==> src/rtl/ll_pkg.sv <==
`default_nettype none
// ============================================================================
// ll_pkg : shared LocalLink flag layout and write-FSM state encoding
// Revision 1.0
// ============================================================================
package ll_pkg;

    localparam int LL_FLAG_W = 3;

    localparam int LL_SOF = 0;
    localparam int LL_EOF = 1;
    localparam int LL_ERR = 2;

    typedef enum logic [0:0] {
        ST_ACCEPT = 1'b0,
        ST_DROP   = 1'b1
    } wr_state_e;

endpackage
`default_nettype wire

==> src/rtl/ll_fifo_ram.sv <==
`default_nettype none
// ============================================================================
// ll_fifo_ram : 2^AW x (WIDTH+flags) storage, synchronous write, async read
// Revision 1.0
// ============================================================================
module ll_fifo_ram
    import ll_pkg::*;
#(
    parameter int WIDTH = 8,
    parameter int AW    = 4
) (
    input  logic                         clk,
    input  logic                         we_i,
    input  logic [AW-1:0]                waddr_i,
    input  logic [WIDTH+LL_FLAG_W-1:0]   wdata_i,
    input  logic [AW-1:0]                raddr_i,
    output logic [WIDTH+LL_FLAG_W-1:0]   rdata_o
);

    logic [WIDTH+LL_FLAG_W-1:0] mem_q [2**AW];

    // No reset on the array so it maps onto distributed RAM.
    always_ff @(posedge clk) begin
        if (we_i) begin
            mem_q[waddr_i] <= wdata_i;
        end
    end

    assign rdata_o = mem_q[raddr_i];

endmodule
`default_nettype wire

==> src/rtl/ll_pkt_fifo.sv <==
`default_nettype none
// ============================================================================
// ll_pkt_fifo : LocalLink FIFO with optional store-and-forward and frame drop
// Revision 1.0
// ============================================================================
module ll_pkt_fifo
    import ll_pkg::*;
#(
    parameter int WIDTH       = 8,
    parameter int AW          = 4,
    parameter bit PACKET_MODE = 1'b1,
    parameter bit DROP_ERR    = 1'b1
) (
    input  logic             clk,
    input  logic             reset_n,
    input  logic             clear,
    input  logic [WIDTH-1:0] datain,
    input  logic             sof_i,
    input  logic             eof_i,
    input  logic             error_i,
    input  logic             src_rdy_i,
    output logic             dst_rdy_o,
    output logic [WIDTH-1:0] dataout,
    output logic             sof_o,
    output logic             eof_o,
    output logic             error_o,
    output logic             src_rdy_o,
    input  logic             dst_rdy_i,
    output logic [AW:0]      space,
    output logic [AW:0]      occupied,
    output logic             drop_o
);

    localparam int          EW      = WIDTH + LL_FLAG_W;
    localparam logic [AW:0] DEPTH   = {1'b1, {AW{1'b0}}};
    localparam bit          DROP_EN = PACKET_MODE && DROP_ERR;

    wr_state_e   state_q, state_d;
    logic [AW:0] wr_ptr_q, wr_ptr_d;
    logic [AW:0] wr_commit_q, wr_commit_d;
    logic [AW:0] rd_ptr_q, rd_ptr_d;
    logic [AW:0] pkt_cnt_q, pkt_cnt_d;
    logic        drop_q, drop_d;

    logic [AW:0] w_occ;
    logic        w_full;
    logic        w_wr_en;
    logic        w_overflow;
    logic        w_err_drop;
    logic        w_commit;
    logic        w_rd_en;
    logic [EW-1:0] w_rd_word;

    assign w_occ  = wr_ptr_q - rd_ptr_q;
    assign w_full = (w_occ == DEPTH);

    // ------------------------------------------------------------------
    // Write FSM: state register / next state / outputs
    // ------------------------------------------------------------------
    always_ff @(posedge clk) begin
        if (!reset_n || clear) begin
            state_q <= ST_ACCEPT;
        end else begin
            state_q <= state_d;
        end
    end

    always_comb begin
        state_d = state_q;
        unique case (state_q)
            ST_ACCEPT: if (w_overflow)          state_d = ST_DROP;
            ST_DROP:   if (src_rdy_i && eof_i)  state_d = ST_ACCEPT;
            default:                            state_d = ST_ACCEPT;
        endcase
    end

    // An overflowing frame with nothing committed ahead of it can never
    // complete, so it is abandoned rather than stalling the writer forever.
    always_comb begin
        dst_rdy_o  = 1'b1;
        w_wr_en    = 1'b0;
        w_overflow = 1'b0;
        unique case (state_q)
            ST_ACCEPT: begin
                dst_rdy_o  = ~w_full;
                w_wr_en    = src_rdy_i & ~w_full;
                w_overflow = PACKET_MODE && w_full && src_rdy_i && (pkt_cnt_q == '0);
            end
            ST_DROP:   dst_rdy_o = 1'b1;
            default:   dst_rdy_o = 1'b1;
        endcase
    end

    // ------------------------------------------------------------------
    // Pointers and frame counter
    // ------------------------------------------------------------------
    assign w_err_drop = w_wr_en && eof_i && error_i && DROP_EN;
    assign w_commit   = w_wr_en && eof_i && !w_err_drop;
    assign w_rd_en    = src_rdy_o && dst_rdy_i;

    always_comb begin
        wr_ptr_d    = wr_ptr_q;
        wr_commit_d = wr_commit_q;
        rd_ptr_d    = rd_ptr_q;
        pkt_cnt_d   = pkt_cnt_q;
        drop_d      = w_err_drop || w_overflow;

        if (w_wr_en) begin
            wr_ptr_d = wr_ptr_q + 1'b1;
        end
        if (w_err_drop || w_overflow) begin
            wr_ptr_d = wr_commit_q;
        end
        if (w_commit || (w_wr_en && !PACKET_MODE)) begin
            wr_commit_d = wr_ptr_q + 1'b1;
        end
        if (w_rd_en) begin
            rd_ptr_d = rd_ptr_q + 1'b1;
        end

        unique case ({w_commit, w_rd_en && w_rd_word[WIDTH+LL_EOF]})
            2'b10:   pkt_cnt_d = pkt_cnt_q + 1'b1;
            2'b01:   pkt_cnt_d = pkt_cnt_q - 1'b1;
            default: pkt_cnt_d = pkt_cnt_q;
        endcase
    end

    always_ff @(posedge clk) begin
        if (!reset_n || clear) begin
            wr_ptr_q    <= '0;
            wr_commit_q <= '0;
            rd_ptr_q    <= '0;
            pkt_cnt_q   <= '0;
            drop_q      <= 1'b0;
        end else begin
            wr_ptr_q    <= wr_ptr_d;
            wr_commit_q <= wr_commit_d;
            rd_ptr_q    <= rd_ptr_d;
            pkt_cnt_q   <= pkt_cnt_d;
            drop_q      <= drop_d;
        end
    end

    // ------------------------------------------------------------------
    // Storage and read side
    // ------------------------------------------------------------------
    ll_fifo_ram #(
        .WIDTH (WIDTH),
        .AW    (AW)
    ) u_ram (
        .clk     (clk),
        .we_i    (w_wr_en),
        .waddr_i (wr_ptr_q[AW-1:0]),
        .wdata_i ({error_i, eof_i, sof_i, datain}),
        .raddr_i (rd_ptr_q[AW-1:0]),
        .rdata_o (w_rd_word)
    );

    assign dataout   = w_rd_word[WIDTH-1:0];
    assign sof_o     = w_rd_word[WIDTH+LL_SOF];
    assign eof_o     = w_rd_word[WIDTH+LL_EOF];
    assign error_o   = w_rd_word[WIDTH+LL_ERR];
    assign src_rdy_o = PACKET_MODE ? (pkt_cnt_q != '0) : (wr_commit_q != rd_ptr_q);
    assign occupied  = w_occ;
    assign space     = DEPTH - w_occ;
    assign drop_o    = drop_q;

endmodule
`default_nettype wire

==> config.mk <==
export PLATFORM = sky130hd
export DESIGN_NAME = ll_pkt_fifo
export DESIGN_NICKNAME = d
export VERILOG_FILES = /design/src/rtl/ll_pkg.sv /design/src/rtl/ll_fifo_ram.sv /design/src/rtl/ll_pkt_fifo.sv
export SDC_FILE = /design/constraint.sdc
export NUM_CORES = 1
export LEC_CHECK = 0
export CAP_MARGIN = 5
export CORE_ASPECT_RATIO = 1.5
export CORE_UTILIZATION = 39
export DETAILED_ROUTE_END_ITERATION = 8
export HOLD_SLACK_MARGIN = 0.05
export PLACE_DENSITY = 0.59
export SLEW_MARGIN = 10
export SYNTH_ARGS = -nofsm -noshare
export SYNTH_HDL_FRONTEND = slang
export SYNTH_SLANG_ARGS = --single-unit
==> constraint.sdc <==
create_clock -name clk -period 4.5 [get_ports clk]
set_clock_uncertainty 0.1 [all_clocks]
set_input_delay 0.45 -clock clk [delete_from_list [all_inputs] [get_ports clk]]
set_output_delay 0.45 -clock clk [all_outputs]
set_load 0.02 [all_outputs]
==> metrics, run 1 <==
outcome=complete, no violations; CTS sink cnt=approximately 200; die width=121 µm; fmax=241 MHz; initial cell density of the core=39.6%; Post-CTS Resized=0; routed length per instance=around 22 µm; Filler Cells Inserted=roughly 1,800; Vias per Instance=5.33; final worst-path cycle share=between 90 and 100%; layout cell share with drive strength beyond 1=21.1%; Final Max Slew Viols=0; Hold WC Path Type=reg2reg; Slew @ Worst Pin=1110 ps; Bufs on Longest Clock Path=3; EDFF count, synth=roughly 180; setup TNS=0 ps; CTS HTree Levels=1; sequential area share after synthesis=a little over two thirds; vias in the first global route=approximately 4,700; Combinational Power Share=around 7%; grt total ovfl=0; r2r endpoint=pkt_cnt_q[4]$_SDFFE_PP0P_; clock latency at the later pin of the worst-skew pair=between 400 and 500 ps; Fin. Hold Viols=0; min Tclk post-route=approximately 4100 ps; crit start category=flop; Worst Path Arrival=around 4500 ps; RSZ-0062 raised after global routing=no; final setup fails=0; Placeable Area=between 20,000 and 25,000 µm²; Worst-path clk slew=roughly 60 ps; final wirelength=~18 mm; Clk pwr share=between 40% and 50%; pin count of the biggest net entering global routing=29; hold_sp=wr_commit_q[1]$_SDFFE_PP0P_; first-pass GRT wire length=around 27 mm; asr flop ratio synth=0%; post-route setup slack=approximately 360 ps; Final #Nets=~570; postcts setup bufs=0; crit-path max FO=6; initial antenna violation count=0; # diodes=0; Util after Layout=46.6%; switching share of power=about a fifth; Req. time, crit path=4820 ps; post-DP HPWL=11.4 mm; CTS Buf Count=20; worst r2r src=wr_ptr_q[0]$_SDFFE_PP0P_; Hold EP=wr_commit_q[1]$_SDFFE_PP0P_; GPL Wtd Cong=approximately 0.8; Peak supply drop=0.242 mV; via count=approximately 4,300; yosys warns=0; Final Cell Area=about 9700 µm²; Fin Hold WS=371 ps; Antenna Nets Post-Route=0; WS Path Type=reg2reg; First-pass DRT Iterations=4; hold path cells=2; area of placed instances=9100 µm²; I/O pins=40; # DRC=0; CTS tree=yes; Syn Area/Cell=~18 µm²; # hold bufs at CTS=0; DR iter-0 viols=roughly 330; sequential power share=about 52%; Mapped Area=8290 µm²; flop2flop setup slack=roughly 360 ps; Post-Place Worst Slack=approximately 350 ps; Mapped Nets=between 500 and 600; Area Growth Syn to Fin=17.5%; Distinct cells, synth=47; crit path from=wr_ptr_q[0]$_SDFFE_PP0P_; Syn Inst Count=469; Tot GR Track Use=roughly 17%; Clock Tree Root=clkbuf_16; die height=~180 µm; pwr/cell area=just over 400 nW/µm²; die area=21,800 µm²; maxcap violations=0; Switch Pwr=between 0.8 and 0.9 mW; Pint=~3.2 mW; Slew HR=between 20% and 30%; top_reg_cell synth=edfxtp_1; IO buf count=39; CP endpoint kind=flop; Leakage=3.18 nW; Reg2Reg Depth=17; Cell Rows=65; synthesized flop and latch total=roughly 200
metal layers:
metal	up-vias	part of all wire, %	GRT usage, %
met5	-	0	0
met1	2246	38	19.8
met3	16	4.8	2.44
met2	97	56	32.0
li1	1977	-	-
met4	0	1.2	4.49
synth_stat cells, types with 7 or more instances:
master	n	share of area (%)
dfxtp_1	26	6.3
xnor2_1	8	0.85
clkbuf_1	11	0.50
a22oi_1	21	1.9
edfxtp_1	176	64
mux4_2	44	12
nor2_1	38	1.7
inv_1	13	0.59
xor2_1	8	0.85
ha_1	15	2.3
nand2_1	17	0.77
nand2b_1	7	0.53
a21oi_1	10	0.60
cells in the final DEF (no fill, tap or decap), types with 3 or more instances in the layout:
| master | netlist | layout |
|---|---|---|
| edfxtp_1 | 176 | 176 |
| mux4_2 | 44 | 44 |
| clkdlybuf4s50_1 | 0 | 39 |
| nor2_1 | 38 | 38 |
| buf_4 | 5 | 26 |
| dfxtp_1 | 26 | 24 |
| a22oi_1 | 21 | 21 |
| clkbuf_16 | 0 | 21 |
| nand2_1 | 17 | 17 |
| ha_1 | 15 | 15 |
| inv_1 | 13 | 13 |
| a21oi_1 | 10 | 10 |
| xnor2_1 | 8 | 8 |
| xor2_1 | 8 | 8 |
| nand2b_1 | 7 | 7 |
| nor2b_1 | 5 | 5 |
| o21ai_0 | 5 | 5 |
| a211oi_1 | 5 | 5 |
| mux2i_1 | 5 | 5 |
| nor3_2 | 1 | 5 |
| clkinv_1 | 0 | 5 |
| clkinv_2 | 0 | 5 |
| a211oi_2 | 4 | 4 |
| nand3_1 | 4 | 4 |
| clkbuf_1 | 11 | 3 |
layout make-up:
class | instances | area [µm²] | area share (%)
multi-input cells | 229 | 2320 | 23.8
repair buffers | 65 | 586 | 6.01
inverters | 14 | 52.6 | 0.539
well taps | 268 | 335 | 3.44
clock inverters | 12 | 104 | 1.07
clock buffers | 24 | 537 | 5.51
flip-flops and latches | 202 | 5810 | 59.6
power by group through the flow:
| stage | sequential [mW] | combinational, mW | clock (mW) |
|---|---|---|---|
| floorplan | 2.11 | 0.154 | 0 |
| global route | 2.08 | 0.301 | 1.72 |
| detailed placement | 2.12 | 0.280 | 0 |
| global placement | 2.12 | 0.277 | 0 |
| CTS | 2.08 | 0.281 | 1.65 |
| finish | 2.08 | 0.277 | 1.62 |
worst max-delay path by stage:
stage          slack (ps)  cells past startpoint                        end
6_report              360                     17  pkt_cnt_q[4]$_SDFFE_PP0P_
5_1_grt                80                     17  pkt_cnt_q[4]$_SDFFE_PP0P_
4_1_cts               330                     17  pkt_cnt_q[4]$_SDFFE_PP0P_
3_5_place_dp          350                     17  pkt_cnt_q[4]$_SDFFE_PP0P_
3_3_place_gp          540                     17  pkt_cnt_q[4]$_SDFFE_PP0P_
2_1_floorplan         340                     16  pkt_cnt_q[4]$_SDFFE_PP0P_
sequential cells by signal, indices dropped and copies added, names as in the netlist, named ones only:
register	cells
wr_ptr_q	5
rd_ptr_q	5
drop_o	1
u_ram.mem_q	176
wr_commit_q	5
pkt_cnt_q	5
state_q	1
critical path: stages (launching register included):
cell and delay (ps):
dfxtp_1 430, inv_1 140, ha_1 240, fa_1 550
ha_1 200, inv_1 50, a211oi_1 200, ha_1 290
nor3b_4 60, and3b_1 190, inv_2 100, ha_1 270
inv_1 100, fa_1 400, nand2b_1 150, a21oi_1 160
mux2i_1 240, mux2i_1 210
kinds of logic (layout without fill, tap and decap cells):
kind of cell             count (synthesis)  in the layout  share of synthesized area, %
AO/OA/AOI/OAI                           53             53                          4.73
XOR/XNOR                                17             17                          1.98
adder cells (fa/ha/maj)                 17             17                          2.75
buffers and inverters                   38            115                          2.20
flip-flops                             202            202                          70.1
multiplexers                            49             49                          12.6
AND/OR/NAND/NOR                         93             93                          5.72
through the flow:
| step | total power [mW] | cells |
|---|---|---|
| global placement | 2.39 | 778 |
| CTS | 4.01 | 814 |
| finish | 3.98 | 814 |
| global route | 4.10 | 814 |
| floorplan | 2.27 | 469 |
| detailed placement | 2.40 | 778 |
(Power assumes the default switching activity.)
==> run 2, diff against run 1 <==
==> constraint.sdc (replaced) <==
create_clock -name clk -period 4.5 [get_ports clk]
set_clock_uncertainty 0.1 [all_clocks]
set_input_delay 0.45 -clock clk [delete_from_list [all_inputs] [get_ports clk]]
set_output_delay 0.45 -clock clk [all_outputs]
set_load 0.1 [all_outputs]
==> metrics, run 2 (synthesis results as in run 1) <==
Placeable Area=20,900 µm² (unchanged); Peak supply drop=0.424 mV (was 0.242 mV); post-DP HPWL=11.4 mm (about the same); Antenna Nets Post-Route=0 (unchanged); vias in the first global route=4,633 (was 4,695); pin count of the biggest net entering global routing=27 (was 29); CTS tree=yes (unchanged); Worst Path Arrival=4470 ps (was 4460 ps); Largest register FFs=176 (unchanged); Bufs on Longest Clock Path=3 (unchanged); Total Power=4.27 mW (was 3.98 mW); Post-CTS Resized=0 (unchanged); WS Path Type=reg2reg (unchanged); Vias per Instance=5.34 (was 5.33); CTS sink cnt=202 (unchanged); initial cell density of the core=39.6% (unchanged); Clock Tree Root=clkbuf_16 (unchanged); die height=181 µm (unchanged); Worst-path clk slew=60 ps (about the same); die width=121 µm (unchanged); RSZ-0062 raised after global routing=no (unchanged); Placed Cells=779 (was 778); Worst path max stage delay=510 ps (was 550 ps); final setup fails=0 (unchanged); Fin. Hold Viols=0 (unchanged); commonest non-fill, non-tap cells in the layout=edfxtp_1, mux4_2, buf_4, nor2_1, clkdlybuf4s50_1 (was edfxtp_1, mux4_2, clkdlybuf4s50_1, nor2_1, buf_4); Register Area=5810 µm² (unchanged); fmax=241 MHz (about the same); Multi-input gate area=2360 µm² (was 2320 µm²); largest reg by FF count=u_ram.mem_q (unchanged); GPL Wtd Cong=0.836 (was 0.780); grt total ovfl=0 (unchanged); Slew HR=34.7% (was 25.5%); Cell Rows=65 (unchanged); critical path, cell by cell=inv_1, ha_1, fa_1, inv_1, a21o_1, a21oi_1, xnor2_4, ha_1, nor3b_4, and3b_1, inv_2, ha_1, inv_1, fa_1, nand2b_1, a21oi_1, mux2i_1, mux2i_1 (was inv_1, ha_1, fa_1, ha_1, inv_1, a211oi_1, ha_1, nor3b_4, and3b_1, inv_2, ha_1, inv_1, fa_1, nand2b_1, a21oi_1, mux2i_1, mux2i_1); postcts setup bufs=0 (unchanged); CTS HTree Levels=1 (unchanged); Final Max Slew Viols=0 (unchanged); initial antenna violation count=2 (was 0); maxcap violations=0 (unchanged); Final #Nets=567 (was 565); final worst-path cycle share=92.1% (about the same); # hold bufs at CTS=0 (unchanged); crit-path max FO=6 (unchanged); commonest non-fill, non-tap cell in the layout=edfxtp_1 (unchanged); # DRC=0 (unchanged); Util after Layout=46.9% (was 46.6%); min Tclk post-route=4150 ps (was 4140 ps); first-pass GRT wire length=27.5 mm (was 27.2 mm); CP endpoint kind=flop (unchanged); routed length per instance=22.0 µm (was 21.7 µm); DR iter-0 viols=428 (was 329); Slew @ Worst Pin=977 ps (was 1110 ps); pwr/cell area=435 nW/µm² (was 408 nW/µm²); layout cell share with drive strength beyond 1=25.0% (was 21.1%); Filler Cells Inserted=1,769 (was 1,750); Crit-path slowest cell=fa_1 (unchanged); post-route setup slack=354 ps (was 358 ps); crit start category=flop (unchanged); Leakage=3.24 nW (was 3.18 nW); Req. time, crit path=4830 ps (was 4820 ps); CTS Buf Count=21 (was 20); Hold WC Path Type=reg2reg (unchanged); clock latency at the later pin of the worst-skew pair=490 ps (about the same); I/O pins=40 (unchanged); Tot GR Track Use=17.1% (was 17.0%); IO buf count=39 (unchanged); Post-Place Worst Slack=376 ps (was 354 ps); setup TNS=0 ps (unchanged); outcome=complete, no violations (unchanged); non-filler instance count after layout=819 (was 814); via count=4,377 (was 4,336); die area=21,800 µm² (unchanged); final wirelength=18.1 mm (was 17.7 mm); Area Growth Syn to Fin=18.4% (was 17.5%); First-pass DRT Iterations=4 (unchanged)
-- run 2: worst paths after layout --
path	startpoint	end	slack (ps)	depth (start not counted)
max reg2reg	wr_ptr_q[0]$_SDFFE_PP0P_	pkt_cnt_q[4]$_SDFFE_PP0P_	350	18
max	wr_ptr_q[0]$_SDFFE_PP0P_	pkt_cnt_q[4]$_SDFFE_PP0P_	350	18
min reg2reg	wr_commit_q[1]$_SDFFE_PP0P_	wr_commit_q[1]$_SDFFE_PP0P_	370	2
min	wr_commit_q[1]$_SDFFE_PP0P_	wr_commit_q[1]$_SDFFE_PP0P_	370	2
-- run 2: metal layers --
layer / vias up / GRT usage, % / part of all wire (%)
met4: 0 / 6.72 / 2.9
met5: - / 0 / 0
li1: 1981 / - / -
met3: 21 / 1.99 / 3.5
met1: 2275 / 20.6 / 40
met2: 100 / 30.8 / 54
-- run 2: power by group --
group	switching (mW)	leakage (nW)	internal (mW)	total, mW
clock network	0.703	0.348	1.03	1.73
registers	0.0120	1.80	2.07	2.08
logic	0.336	1.09	0.118	0.454
total	1.05	3.24	3.21	4.27
-- run 2: layout make-up --
cell class	instances	area share, %
Inverter	14	0.536
Clock buffer	21	5.36
Timing Repair Buffer	66	5.71
Multi-Input combinational cell	229	24.0
Tap cell	268	3.42
Sequential cell	202	59.2
Clock inverter	17	1.73
Antenna cell	2	0.0510
-- run 2: worst max-delay path, delay by kind of cell, from the launching register on --
kind | cells | cell delay [ps]
fa+ha+maj | 5 | 1700
flops | 1 | 440
buf+inv | 4 | 440
mux | 2 | 440
simple gates | 3 | 410
compound gates | 3 | 400
xor+xnor | 1 | 170
-- run 2: per-stage QoR --
step / hold slack [ps] / cell area (µm²)
3_5_place_dp: 359 / 9110
2_1_floorplan: 337 / 8320
4_1_cts: 368 / 9810
3_3_place_gp: 346 / 9110
5_1_grt: 405 / 9810
6_report: 366 / 9810
